--- config.mk ---
export PLATFORM = sky130hd
export DESIGN_NAME = ahb_slave_port_mux
export DESIGN_NICKNAME = d
export VERILOG_FILES = /design/src/rtl/ahb_slave_port_mux.sv
export SDC_FILE = /design/constraint.sdc
export NUM_CORES = 1
export LEC_CHECK = 0
export BUFFER_PORTS_ARGS = -buffer_cell sky130_fd_sc_hd__buf_2
export CORE_AREA = 2 2 178 180
export CTS_BUF_LIST = sky130_fd_sc_hd__clkbuf_4 sky130_fd_sc_hd__clkbuf_8
export DETAILED_ROUTE_END_ITERATION = 6
export DIE_AREA = 0 0 180 182
export HOLD_SLACK_MARGIN = 0.02
export MAX_ROUTING_LAYER = met4
export SLEW_MARGIN = 20
export SYNTH_ARGS = -nofsm -noshare
export SYNTH_HDL_FRONTEND = slang
export SYNTH_SLANG_ARGS = --single-unit
--- constraint.sdc ---
create_clock -name hclk -period 4.8 [get_ports hclk]
set_input_delay 0.72 -clock hclk [delete_from_list [all_inputs] [get_ports hclk]]
set_output_delay 0.72 -clock hclk [all_outputs]
set_load 0.01 [all_outputs]
--- src/rtl/ahb_slave_port_mux.sv ---
// Per-slave AHB port multiplexer: steers the granted master's address phase to the
// slave, tracks the data-phase owner for write data and responses, and checks the
// two-cycle ERROR response sequence.
module ahb_slave_port_mux #(
    parameter int unsigned MASTER_NUM = 4,
    parameter int unsigned ADDR_W     = 32,
    parameter int unsigned DATA_W     = 32
) (
    input  logic                               hclk,
    input  logic                               hreset_n,
    input  logic [MASTER_NUM-1:0]              hgrant_i,
    input  logic                               hsel_i,
    input  logic [MASTER_NUM-1:0][ADDR_W-1:0]  m_haddr,
    input  logic [MASTER_NUM-1:0][1:0]         m_htrans,
    input  logic [MASTER_NUM-1:0]              m_hwrite,
    input  logic [MASTER_NUM-1:0][2:0]         m_hsize,
    input  logic [MASTER_NUM-1:0][2:0]         m_hburst,
    input  logic [MASTER_NUM-1:0][DATA_W-1:0]  m_hwdata,
    output logic [ADDR_W-1:0]                  s_haddr,
    output logic [1:0]                         s_htrans,
    output logic                               s_hwrite,
    output logic [2:0]                         s_hsize,
    output logic [2:0]                         s_hburst,
    output logic                               s_hsel,
    output logic [DATA_W-1:0]                  s_hwdata,
    input  logic                               s_hreadyout,
    input  logic                               s_hresp,
    input  logic [DATA_W-1:0]                  s_hrdata,
    output logic [MASTER_NUM-1:0]              m_hready,
    output logic [MASTER_NUM-1:0]              m_hresp,
    output logic [DATA_W-1:0]                  m_hrdata,
    output logic [2:0]                         arb_hburst,
    output logic                               arb_hwait,
    output logic                               prot_err
);

    typedef enum logic [0:0] {StOkay, StErr1} resp_state_e;

    logic [MASTER_NUM-1:0] grant_oh;
    logic [MASTER_NUM-1:0] addr_owner;
    logic [MASTER_NUM-1:0] addr_owner_q;
    logic [MASTER_NUM-1:0] data_owner_q;
    logic                  data_valid_q;
    resp_state_e           resp_state_q, resp_state_d;

    // Address owner: lowest set grant bit wins; hold last owner while the grant is masked.
    // Reset also forces it to zero so the combinational outputs drop immediately.
    always_comb begin
        grant_oh   = hgrant_i & (~hgrant_i + MASTER_NUM'(1));
        addr_owner = '0;
        if (hreset_n) begin
            addr_owner = (hgrant_i != '0) ? grant_oh : addr_owner_q;
        end
    end

    // Address-phase AND-OR mux, zero latency.
    always_comb begin
        s_haddr  = '0;
        s_htrans = 2'b00;
        s_hwrite = 1'b0;
        s_hsize  = 3'b000;
        s_hburst = 3'b000;
        if (hsel_i) begin
            for (int unsigned i = 0; i < MASTER_NUM; i++) begin
                s_haddr  = s_haddr  | (m_haddr[i]  & {ADDR_W{addr_owner[i]}});
                s_htrans = s_htrans | (m_htrans[i] & {2{addr_owner[i]}});
                s_hwrite = s_hwrite | (m_hwrite[i] & addr_owner[i]);
                s_hsize  = s_hsize  | (m_hsize[i]  & {3{addr_owner[i]}});
                s_hburst = s_hburst | (m_hburst[i] & {3{addr_owner[i]}});
            end
        end
        s_hsel     = hsel_i & (addr_owner != '0);
        arb_hburst = s_hburst;
        arb_hwait  = ~s_hreadyout;
    end

    // Address owner register, updated every cycle.
    always_ff @(posedge hclk or negedge hreset_n) begin
        if (!hreset_n) begin
            addr_owner_q <= '0;
        end else begin
            addr_owner_q <= addr_owner;
        end
    end

    // Data-phase owner advances only when the slave accepts the current beat.
    always_ff @(posedge hclk or negedge hreset_n) begin
        if (!hreset_n) begin
            data_owner_q <= '0;
            data_valid_q <= 1'b0;
        end else if (s_hreadyout) begin
            data_owner_q <= addr_owner;
            data_valid_q <= s_hsel & s_htrans[1];
        end
    end

    // Write data and response routing follow the data-phase owner, one cycle behind.
    always_comb begin
        s_hwdata = '0;
        m_hrdata = s_hrdata;
        for (int unsigned i = 0; i < MASTER_NUM; i++) begin
            s_hwdata    = s_hwdata | (m_hwdata[i] & {DATA_W{data_valid_q & data_owner_q[i]}});
            m_hready[i] = (data_valid_q & data_owner_q[i]) ? s_hreadyout : 1'b1;
            m_hresp[i]  = (data_valid_q & data_owner_q[i]) ? s_hresp : 1'b0;
        end
    end

    // Response FSM state register.
    always_ff @(posedge hclk or negedge hreset_n) begin
        if (!hreset_n) begin
            resp_state_q <= StOkay;
        end else begin
            resp_state_q <= resp_state_d;
        end
    end

    // Response FSM next state: ERR1 marks the first (wait) cycle of an ERROR response.
    always_comb begin
        resp_state_d = resp_state_q;
        unique case (resp_state_q)
            StOkay: if (data_valid_q & s_hresp & ~s_hreadyout) resp_state_d = StErr1;
            StErr1: if (!(s_hresp & ~s_hreadyout)) resp_state_d = StOkay;
            default: resp_state_d = StOkay;
        endcase
    end

    // Response FSM output: flag ERROR without its first cycle, or an abandoned ERROR.
    always_comb begin
        prot_err = 1'b0;
        unique case (resp_state_q)
            StOkay:  prot_err = s_hresp & s_hreadyout;
            StErr1:  prot_err = ~s_hresp;
            default: prot_err = 1'b0;
        endcase
        if (!hreset_n) prot_err = 1'b0;
    end

endmodule

## Word level (Yosys, flattened, before mapping)

Cells that the tools add are included.

| storage, ports and cells | value |
|---|---|
| register bits after elaboration | 10 |
| bits of input ports | 333 |

| cells by class | value |
|---|---|
| add/subtract/negate cells | 1 |
| multiplexer cells | 20 |
| bitwise gates (word level) | 57 |
| reduce and logical (&&, ||, !) cells | 2 |

Operators with widths:

| operator | number |
|---|---|
| $and 32x32->32 | 8 |
| $or 32x32->32 | 6 |
| $mux 32 | 1 |
| $and 3x3->3 | 8 |
| $or 3x3->3 | 6 |
| $and 1x1->1 | 14 |
| $mux 1 | 12 |
| $and 2x2->2 | 4 |
| $mux 4 | 2 |
| $reduce_bool 4->1 | 2 |
| $mux 3 | 2 |
| $or 2x2->2 | 3 |
| $add 4x1->4 const B | 1 |
| $and 4x4->4 | 1 |
| $not 4->4 | 1 |
| $pmux 1 s2 | 2 |
| $not 1->1 | 3 |
| $or 1x1->1 | 3 |
| $mux 2 | 1 |

## Depth between registers and ports, before layout

Gate-level depths: netlist (run 1).

| depth | value |
|---|---|
| depth after elaboration | 11 |
| gate-level depth with buffers | 7 |
| gate-level depth less buffers | 4 |

## Worst setup path after synthesis (run 1)

OpenSTA, ideal clock, no wires.

| path | value |
|---|---|
| kind | input to output |
| start | in hgrant_i[3] |
| end | out s_hburst[2] |
| data arrival time | 2.008 ns |
| data required time | 4.080 ns |
| path slack | 2.072 ns |
| cell stages on the path | 6 |
| buffers on the path | 2 |
| cells stage by stage | or3b_4 a21oi_4 buf_6 nand2_1 a21oi_1 buf_4 |

| on the way | value |
|---|---|
| longest elaborated chain between the ends | 8 |
| elaborated cells between the ends (all ways) | 14 |
| classes of those cells | add/sub (1); mux (3); bitwise (9); reduce/logical (1) |

RTL lines:

| element | line | source |
|---|---|---|
| from (decl) | 11 | `input logic [MASTER_NUM-1:0] hgrant_i,` |
| $not 4->4 or $reduce_bool 4->1 (tied branches) | 49, 52 |  |
| $add 4x1->4 or $mux 4 (tied branches) | 49, 52 |  |
| $and 4x4->4 or $mux 4 (tied branches) | 49, 51 |  |
| $mux 4 * | 52 | `addr_owner = (hgrant_i != '0) ? grant_oh : addr_owner_q;` |
| $mux 4 * | 51 | `if (hreset_n) begin` |
| $and 3x3->3 or $or 3x3->3 (tied branches) | 69 | `s_hburst = s_hburst \| (m_hburst[i] & {3{addr_owner[i]}});` |
| $or 3x3->3 * | 69 |  |
| $mux 3 * | 63 | `if (hsel_i) begin` |
| to (decl) | 23 | `output logic [2:0] s_hburst,` |

Every way passes the cells marked *; elsewhere a longest branch is shown, timed or not.

## Final worst setup path (run 1)

| path | value |
|---|---|
| start | in hgrant_i[3] |
| end | out arb_hburst[0] |

| on the way | value |
|---|---|
| longest elaborated chain between the ends | 8 |
| elaborated cells between the ends (all ways) | 14 |
| classes of those cells | add/sub (1); mux (3); bitwise (9); reduce/logical (1) |

RTL lines:

| element | line | source |
|---|---|---|
| $not 4->4 or $reduce_bool 4->1 (tied branches) | 49, 52 |  |
| $add 4x1->4 or $mux 4 (tied branches) | 49, 52 |  |
| $and 4x4->4 or $mux 4 (tied branches) | 49, 51 |  |
| $mux 4 * | 52 |  |
| $mux 4 * | 51 |  |
| $and 3x3->3 or $or 3x3->3 (tied branches) | 69 |  |
| $or 3x3->3 * | 69 |  |
| $mux 3 * | 63 |  |
| to (decl) | 32 | `output logic [2:0] arb_hburst,` |

Marked as above.

==> results of run 1 <==
layout make-up:
class	count	share of cell area, %
Antenna cell	1	0.0557
Sequential cell	10	5.57
Inverter	4	0.334
Tap cell	402	11.2
Multi-Input combinational cell	253	36.8
Clock buffer	4	1.23
Timing Repair Buffer	397	44.8
layer usage:
| metal | up-vias | GRT usage (%) | routed length (um) |
|---|---|---|---|
| li1 | 1965 | - | - |
| met1 | 1918 | 10.4 | 5830 |
| met2 | 298 | 13.9 | 7270 |
| met3 | 24 | 1.30 | 1420 |
| met4 | 0 | 2.11 | 298 |
| met5 | - | - | 0 |
cell families after synthesis:
logic type | Yosys count
AO/OA/AOI/OAI | 152
flip-flops | 10
buffers and inverters | 77
AND/OR/NAND/NOR | 95
multiplexers | 6
cell usage after synthesis, drive strengths merged, types with 2 or more instances:
cell type,number
mux2,4
nand2,79
clkbuf,20
buf,53
a21oi,42
inv,4
nand2b,2
a22oi,64
and2,5
mux2i,2
nor4,2
and3,4
a222oi,41
dfrtp,10
through the flow:
stage          hold slack (ps)  cell area (sq um)  worst slack (ps)  util (%)
2_1_floorplan              424               2400              2070         -
3_3_place_gp               511               4430              1320      14.3
3_5_place_dp               524               4430              1320      14.3
4_1_cts                    394               4490              1310      14.5
5_1_grt                    392               4490              1170      14.5
6_report                   384               4490              1350      14.5
worst max-delay path by stage:
| stage | start | to | slack, ps | cells past startpoint |
|---|---|---|---|---|
| finish | hgrant_i[3] | arb_hburst[0] | 1350 | 7 |
| global route | hgrant_i[3] | arb_hburst[0] | 1170 | 7 |
| CTS | hgrant_i[3] | arb_hburst[0] | 1310 | 7 |
| detailed placement | hgrant_i[3] | arb_hburst[0] | 1320 | 7 |
| global placement | hgrant_i[3] | arb_hburst[0] | 1320 | 7 |
| floorplan | hgrant_i[3] | s_hburst[2] | 2070 | 6 |
flip-flops by register name (all words and copies together) (netlist names):
signal,count
data_valid_q,1
resp_state_q,1
addr_owner_q,4
data_owner_q,4
critical path, cell delays in order:
cell and delay, ps:
sky130_fd_sc_hd__buf_2 120, sky130_fd_sc_hd__or3b_4 410, sky130_fd_sc_hd__a21oi_4 690, sky130_fd_sc_hd__buf_4 310, sky130_fd_sc_hd__nand2_1 70, sky130_fd_sc_hd__a21oi_1 230
sky130_fd_sc_hd__buf_2 180
power breakdown:
group | leakage, nW | switching (mW) | internal (mW)
sequential | 0.135 | 0.00329 | 0.0882
clock | 0.0288 | 0.0338 | 0.0722
combinational | 2.25 | 0.124 | 0.140
total | 2.41 | 0.161 | 0.300
==> insert_results.sql, run 1 <==
INSERT INTO impl_metrics (metric_group, metric, value, unit) VALUES
('run_status', 'status', 'finished with violations', ''),
('run_status', 'violations', 'design-rule violations', ''),
('worst_hold_path', 'hp-class', 'in2async', ''),
('clocking', 'cts_max_level', '1', ''),
('synth', 'async_flop_share', '100', '%'),
('floorplanning', 'rows', '65', ''),
('cells_and_area', 'layout.cells.most_common_list', '387 x sky130_fd_sc_hd__buf_2, 79 x sky130_fd_sc_hd__nand2_1, 64 x sky130_fd_sc_hd__a22oi_1', ''),
('clocking', 'cell_at_the_root_of_the_clock_tree', 'sky130_fd_sc_hd__clkbuf_8', ''),
('clocking', 'cts.reportedPaths.clkPinSlew', '50', 'ps'),
('timing', 'fin_skew', '7.23', 'ps'),
('cells_and_area', 'filler_cells', '3583', ''),
('place', 'total_placed_cells_including_tap_cells', '1066', ''),
('synth', 'synth.avg_cell_area', '7.05', 'sq um'),
('floorplanning', 'horizontal_extent_of_the_die', '180', 'um'),
('critical_path', 'reg2regPathDepth', '4', ''),
('clocking', 'post_cts_hold_fix_bufs', '0', ''),
('power_and_ir_drop', 'static-leakage-power', '2.41', 'nW'),
('clocking', 'clock_path_buffers', '2', ''),
('critical_path', 'worst-setup-path-type', 'in2out', ''),
('cells_and_area', 'register_area', '250', 'sq um'),
('timing', 'grt_setup_unrepaired', 'false', ''),
('grt', 'track_usage', '8.31', '%'),
('detailed_routing', 'drt_iter0_drc', '397', ''),
('floorplanning', 'die_y', '182', 'um'),
('synth', 'ys_ff_latch', '10', ''),
('cells_and_area', 'final_cell_count_no_fill', '1071', ''),
('detailed_routing', 'antenna_left', '0', ''),
('floorplanning', 'initial_utilization', '7.73', '%'),
('floorplanning', 'boundaryPins', '452', ''),
('clocking', 'cts.repair_timing.setup_buffer_count', '0', ''),
('timing', 'tightestPinTransition', '987', 'ps'),
('critical_path', 'worst_ep_arrival_time', '2730', 'ps'),
('power_and_ir_drop', 'power-per-cell-area', '103', 'nW/um^2'),
('critical_path', 'r2r-end', 'data_valid_q', ''),
('detailed_routing', 'drc', '19', ''),
('timing', 'timing.final.crit_period', '3450', 'ps'),
('synth', 'synth_top_family_by_area', 'compound AO/OA/AOI/OAI gates', ''),
('timing', 'setup-violations-final', '0', ''),
('grt', 'global_route_wire_length_before_repair', '21.3', 'mm'),
('clocking', 'tritoncts', 'yes', ''),
('synth', 'synth.largest_area_cell', 'sky130_fd_sc_hd__a22oi_1', ''),
('clocking', 'total_cts_buffers', '3', ''),
('synth', 'synth-main-ff-cell', 'sky130_fd_sc_hd__dfrtp_1', ''),
('power_and_ir_drop', 'vdd.ir_drop.worst', '0.0000602', 'V'),
('synth', 'synth_adder_area_share', '0', '%'),
('clocking', 'cts_resizes', '0', ''),
('power_and_ir_drop', 'total_power', '0.461', 'mW'),
('synth', 'synth_xor_area_share', '0', '%'),
('detailed_routing', 'dr.pass1.iters', '7', ''),
('synth', 'synth_simple_gate_area_share', '17.7', '%'),
('place', 'io_buffers', '387', ''),
('synth', 'post_synth_main_area_contributors', 'sky130_fd_sc_hd__a22oi_1 20%, sky130_fd_sc_hd__a222oi_1 17%, sky130_fd_sc_hd__nand2_1 12%, sky130_fd_sc_hd__buf_4 11%, sky130_fd_sc_hd__dfrtp_1 10%', ''),
('place', 'place.gp.congestion', '0.781', ''),
('detailed_routing', 'drt-vias-per-instance', '3.93', ''),
('floorplanning', 'design.core.area', '31000', 'sq um'),
('cells_and_area', 'area.growth.synth_to_final', '87.5', '%'),
('job', 'drv_cap', '0', ''),
('grt', 'globalRouteOverflowTotal', '0', ''),
('grt', 'grt_max_degree', '44', ''),
('detailed_routing', 'finalWirelength', '14.8', 'mm'),
('detailed_routing', 'via_count', '4205', ''),
('critical_path', 'path_max_fanout', '33', ''),
('timing', 'timing.slew.headroom', '34.2', '%'),
('critical_path', 'reg2reg_slack', '2710', 'ps'),
('timing', 'fin_crit_sh', '71.9', '%'),
('synth', 'yosysSeqAreaShare', '10.4', '%'),
('cells_and_area', 'area_of_the_multi_input_gates', '1650', 'sq um'),
('clocking', 'cts_num_sinks', '10', ''),
('synth', 'postSynthCellCount', '340', ''),
('timing', 'fmaxAchievable', '290', 'MHz'),
('cells_and_area', 'layout_commonest_cell', 'sky130_fd_sc_hd__buf_2', '');
(Power assumes the default switching activity.)
==> run 2, diff against run 1 <==
--- a/config.mk
+++ b/config.mk
@@ -5,11 +5,12 @@
 export SDC_FILE = /design/constraint.sdc
 export NUM_CORES = 1
 export LEC_CHECK = 0
+export ABC_AREA = 1
 export BUFFER_PORTS_ARGS = -buffer_cell sky130_fd_sc_hd__buf_2
-export CORE_AREA = 2 2 178 180
+export CORE_AREA = 2 2 176 178
 export CTS_BUF_LIST = sky130_fd_sc_hd__clkbuf_4 sky130_fd_sc_hd__clkbuf_8
 export DETAILED_ROUTE_END_ITERATION = 6
-export DIE_AREA = 0 0 180 182
+export DIE_AREA = 0 0 178 180
 export HOLD_SLACK_MARGIN = 0.02
 export MAX_ROUTING_LAYER = met4
 export SLEW_MARGIN = 20
==> constraint.sdc (replaced) <==
create_clock -name hclk -period 3.21 [get_ports hclk]
set_input_delay 0.4815 -clock hclk [delete_from_list [all_inputs] [get_ports hclk]]
set_output_delay 0.4815 -clock hclk [all_outputs]
set_load 0.01 [all_outputs]
==> insert_results.sql, run 2 <==
INSERT INTO impl_metrics (metric_group, metric, value, unit) VALUES
('timing', 'timing_hold_violations_final', '0', ''),
('clocking', 'cts_num_sinks', '10', ''),
('detailed_routing', 'wl_per_cell', '15.4', 'um'),
('clocking', 'tritoncts', 'yes', ''),
('critical_path', 'critPathTopFamily', 'buffers and inverters', ''),
('timing', 'tightestPinTransition', '656', 'ps'),
('synth', 'synth.avg_cell_area', '4.76', 'sq um'),
('grt', 'number_of_global_route_vias_before_repair', '4721', ''),
('clocking', 'cts_resizes', '0', ''),
('clocking', 'clock_path_buffers', '2', ''),
('worst_hold_path', 'hp-class', 'in2async', ''),
('floorplanning', 'die_y', '180', 'um'),
('power_and_ir_drop', 'p_clk_share', '21.1', '%'),
('timing', 'fin_skew', '0.605', 'ps'),
('timing', 'final-max-slew-violation-count', '0', ''),
('synth', 'synthDominantCellAreaShare', '28.9', '%'),
('power_and_ir_drop', 'power-per-cell-area', '145', 'nW/um^2'),
('place', 'place.detailed.hpwl', '18.3', 'mm'),
('critical_path', 'cpMaxStageDelayCell', 'sky130_fd_sc_hd__inv_2', ''),
('critical_path', 'worst_ep_arrival_time', '2180', 'ps'),
('floorplanning', 'rows', '64', ''),
('timing', 'fmaxAchievable', '376', 'MHz'),
('synth', 'synthMostInstantiatedCell', 'sky130_fd_sc_hd__nand2_1', ''),
('synth', 'postSynthCellCount', '630', ''),
('run_status', 'status', 'finished clean', ''),
('cells_and_area', 'layout_commonest_cell', 'sky130_fd_sc_hd__buf_2', ''),
('clocking', 'clkLatencyLatePin', '230', 'ps'),
('timing', 'timing.slew.headroom', '56.2', '%'),
('clocking', 'cts.repair_timing.setup_buffer_count', '0', ''),
('synth', 'net_count_after_synthesis', '963', ''),
('floorplanning', 'design.core.area', '30200', 'sq um'),
('synth', 'synth.largest_area_cell', 'sky130_fd_sc_hd__nand2_1', ''),
('detailed_routing', 'antenna_left', '0', ''),
('critical_path', 'critPathRequiredTime', '2730', 'ps'),
('synth', 'yosysSeqAreaShare', '8.34', '%'),
('grt', 'track_usage', '12.2', '%'),
('place', 'place.gp.congestion', '0.906', ''),
('floorplanning', 'initial_utilization', '9.93', '%'),
('critical_path', 'worst-setup-path-type', 'in2out', ''),
('critical_path', 'worst_setup_path_start_kind', 'primary input', ''),
('power_and_ir_drop', 'switching_share', '39.2', '%'),
('floorplanning', 'boundaryPins', '452', ''),
('detailed_routing', 'drc', '0', ''),
('detailed_routing', 'via_count', '5301', ''),
('power_and_ir_drop', 'p_sw', '0.294', 'mW'),
('clocking', 'total_cts_buffers', '3', ''),
('cells_and_area', 'layout.cells.most_common_list', '387 x sky130_fd_sc_hd__buf_2, 231 x sky130_fd_sc_hd__nand2_1, 128 x sky130_fd_sc_hd__nor2_1', ''),
('power_and_ir_drop', 'total_power', '0.749', 'mW'),
('synth', 'async_flop_share', '100', '%'),
('cells_and_area', 'area_of_the_multi_input_gates', '2090', 'sq um'),
('synth', 'synthesis.yosys.warnings', '0', ''),
('synth', 'synthesis.area', '3000', 'sq um'),
('grt', 'grt_max_degree', '36', ''),
('critical_path', 'ordered_list_of_cells_on_the_worst_path', 'buf_2, inv_2, nor2_1, nand2_1, inv_2, buf_12, nand2_1, nand3_1, nor2_1, nor2_1, buf_2', ''),
('cells_and_area', 'fin_nets', '1296', ''),
('grt', 'antenna_found_initial', '3', ''),
('timing', 'fin_crit_sh', '82.9', '%'),
('detailed_routing', 'finalWirelength', '21.0', 'mm'),
('power_and_ir_drop', 'vdd.ir_drop.worst', '0.000122', 'V'),
('job', 'drv_cap', '0', ''),
('power_and_ir_drop', 'cellInternalPower', '0.455', 'mW'),
('cells_and_area', 'fraction_of_layout_instances_using_a_drive_strength_above_1', '42.6', '%'),
('cells_and_area', 'register_area', '250', 'sq um'),
('place', 'io_buffers', '387', ''),
('power_and_ir_drop', 'comb_power_share', '60.8', '%'),
('synth', 'synth-edff-count', '0', ''),
('synth', 'post_synth_main_area_contributors', 'sky130_fd_sc_hd__nand2_1 29%, sky130_fd_sc_hd__nor2_1 16%, sky130_fd_sc_hd__nand3_1 14%, sky130_fd_sc_hd__buf_4 8.8%, sky130_fd_sc_hd__dfrtp_1 8.3%', ''),
('detailed_routing', 'dr.pass1.iters', '4', ''),
('critical_path', 'timing.critical_path.mode_cell', 'sky130_fd_sc_hd__nor2_1', ''),
('synth', 'ys_types', '24', ''),
('critical_path', 'crit_path_end_kind', 'output pin', ''),
('detailed_routing', 'drt-vias-per-instance', '3.89', ''),
('power_and_ir_drop', 'share_seq_of_total_power', '18.1', '%'),
('power_and_ir_drop', 'static-leakage-power', '3.04', 'nW'),
('cells_and_area', 'area.growth.synth_to_final', '72.6', '%'),
('timing', 'grt_setup_unrepaired', 'false', ''),
('floorplanning', 'fp.dieArea', '32000', 'sq um'),
('floorplanning', 'horizontal_extent_of_the_die', '178', 'um'),
('synth', 'synth-main-ff-cell', 'sky130_fd_sc_hd__dfrtp_1', ''),
('clocking', 'cts.reportedPaths.clkPinSlew', '50', 'ps'),
('grt', 'globalRouteOverflowTotal', '0', ''),
('clocking', 'cts_max_level', '1', ''),
('timing', 'setup-violations-final', '0', ''),
('cells_and_area', 'largestRegisters', 'addr_owner_q: 4 flops, data_owner_q: 4 flops', ''),
('detailed_routing', 'drt_iter0_drc', '203', ''),
('critical_path', 'timing.critical_path.slowest_cell_delay', '380', 'ps'),
('timing', 'setup_tns', '0', 'ps'),
('clocking', 'post_cts_hold_fix_bufs', '0', ''),
('critical_path', 'path_max_fanout', '23', ''),
('synth', 'synth_top_cells_by_count', '231 x sky130_fd_sc_hd__nand2_1, 128 x sky130_fd_sc_hd__nor2_1, 85 x sky130_fd_sc_hd__nand3_1, 52 x sky130_fd_sc_hd__inv_1, 35 x sky130_fd_sc_hd__buf_4', ''),
('timing', 'timing.final.crit_period', '2660', 'ps'),
('grt', 'global_route_wire_length_before_repair', '27.9', 'mm'),
('synth', 'ys_ff_latch', '10', ''),
('clocking', 'cell_at_the_root_of_the_clock_tree', 'sky130_fd_sc_hd__clkbuf_8', ''),
('cells_and_area', 'filler_cells', '3561', ''),
('critical_path', 'critical_path_buffers_and_inverters', '5', '');
run 2: changes by cell type after synthesis, moves of 6 or more:
cell                       previous run  this run
sky130_fd_sc_hd__buf_2                9        16
sky130_fd_sc_hd__a21oi_1             41         1
sky130_fd_sc_hd__nand3_1              0        85
sky130_fd_sc_hd__inv_1                4        52
sky130_fd_sc_hd__a222oi_1            41         0
sky130_fd_sc_hd__a22oi_1             64         0
sky130_fd_sc_hd__clkbuf_1            20        14
sky130_fd_sc_hd__nand2_1             79       231
sky130_fd_sc_hd__nand4_1              0        33
sky130_fd_sc_hd__nor2_1               1       128
run 2: cell type report:
type / instances / share of cell area (%)
tap: 396 / 9.57
sequential: 10 / 4.83
inverter: 56 / 4.06
multi-input combinational: 492 / 40.3
clock buffer: 4 / 1.06
timing repair buffer: 400 / 40.0
antenna: 3 / 0.145
run 2: cells by family after synthesis:
| family | share of synthesized area [%] |
|---|---|
| AND/OR/NAND/NOR | 67.8 |
| buffers and inverters | 22.1 |
| flip-flops | 8.34 |
| AO/OA/AOI/OAI | 1.84 |
run 2: worst paths after layout:
path	from	to	slack, ps	depth (start not counted)
min in group hclk	s_hreadyout	resp_state_q	480	2
max reg2reg	addr_owner_q[3]	data_valid_q	1580	6
max	hreset_n	s_hburst[0]	550	11
min	hreset_n	addr_owner_q[1]	130	1
min reg2reg	data_owner_q[3]	data_owner_q[3]	490	2
max in group asynchronous	hreset_n	data_owner_q[2]	2850	1
run 2: stage by stage:
stage                     hold slack [ps]  cell area, sq um  utilization (%)  setup slack [ps]  cells
final                                 129              5180             17.2               549   1361
after global routing                  127              5180             17.2               333   1361
after CTS                             134              5170             17.1               494   1358
after detailed placement              388              5110             16.9               493   1354
after global placement                380              5110             16.9               552   1354
after floorplan                       186              3000                -              1130    630
run 2: power by group through the flow:
stage / clock network, mW / registers [mW] / logic (mW)
floorplan: 0 / 0.137 / 0.212
global placement: 0 / 0.138 / 0.459
detailed placement: 0 / 0.138 / 0.460
CTS: 0.163 / 0.135 / 0.463
global route: 0.173 / 0.136 / 0.505
finish: 0.158 / 0.136 / 0.456
run 2: routing by layer:
| metal | routed length, um | global-route usage, % |
|---|---|---|
| met1 | 7720 | 12.4 |
| met4 | 614 | 3.87 |
| met3 | 2010 | 2.62 |
| met2 | 10700 | 23.0 |
| met5 | 0 | - |
run 2: worst register-to-register path, delay by kind of cell (launching register included):
kind	cells	cell delay [ps]
flip-flops	1	360
buffers and inverters	1	330
AND/OR/NAND/NOR	5	820
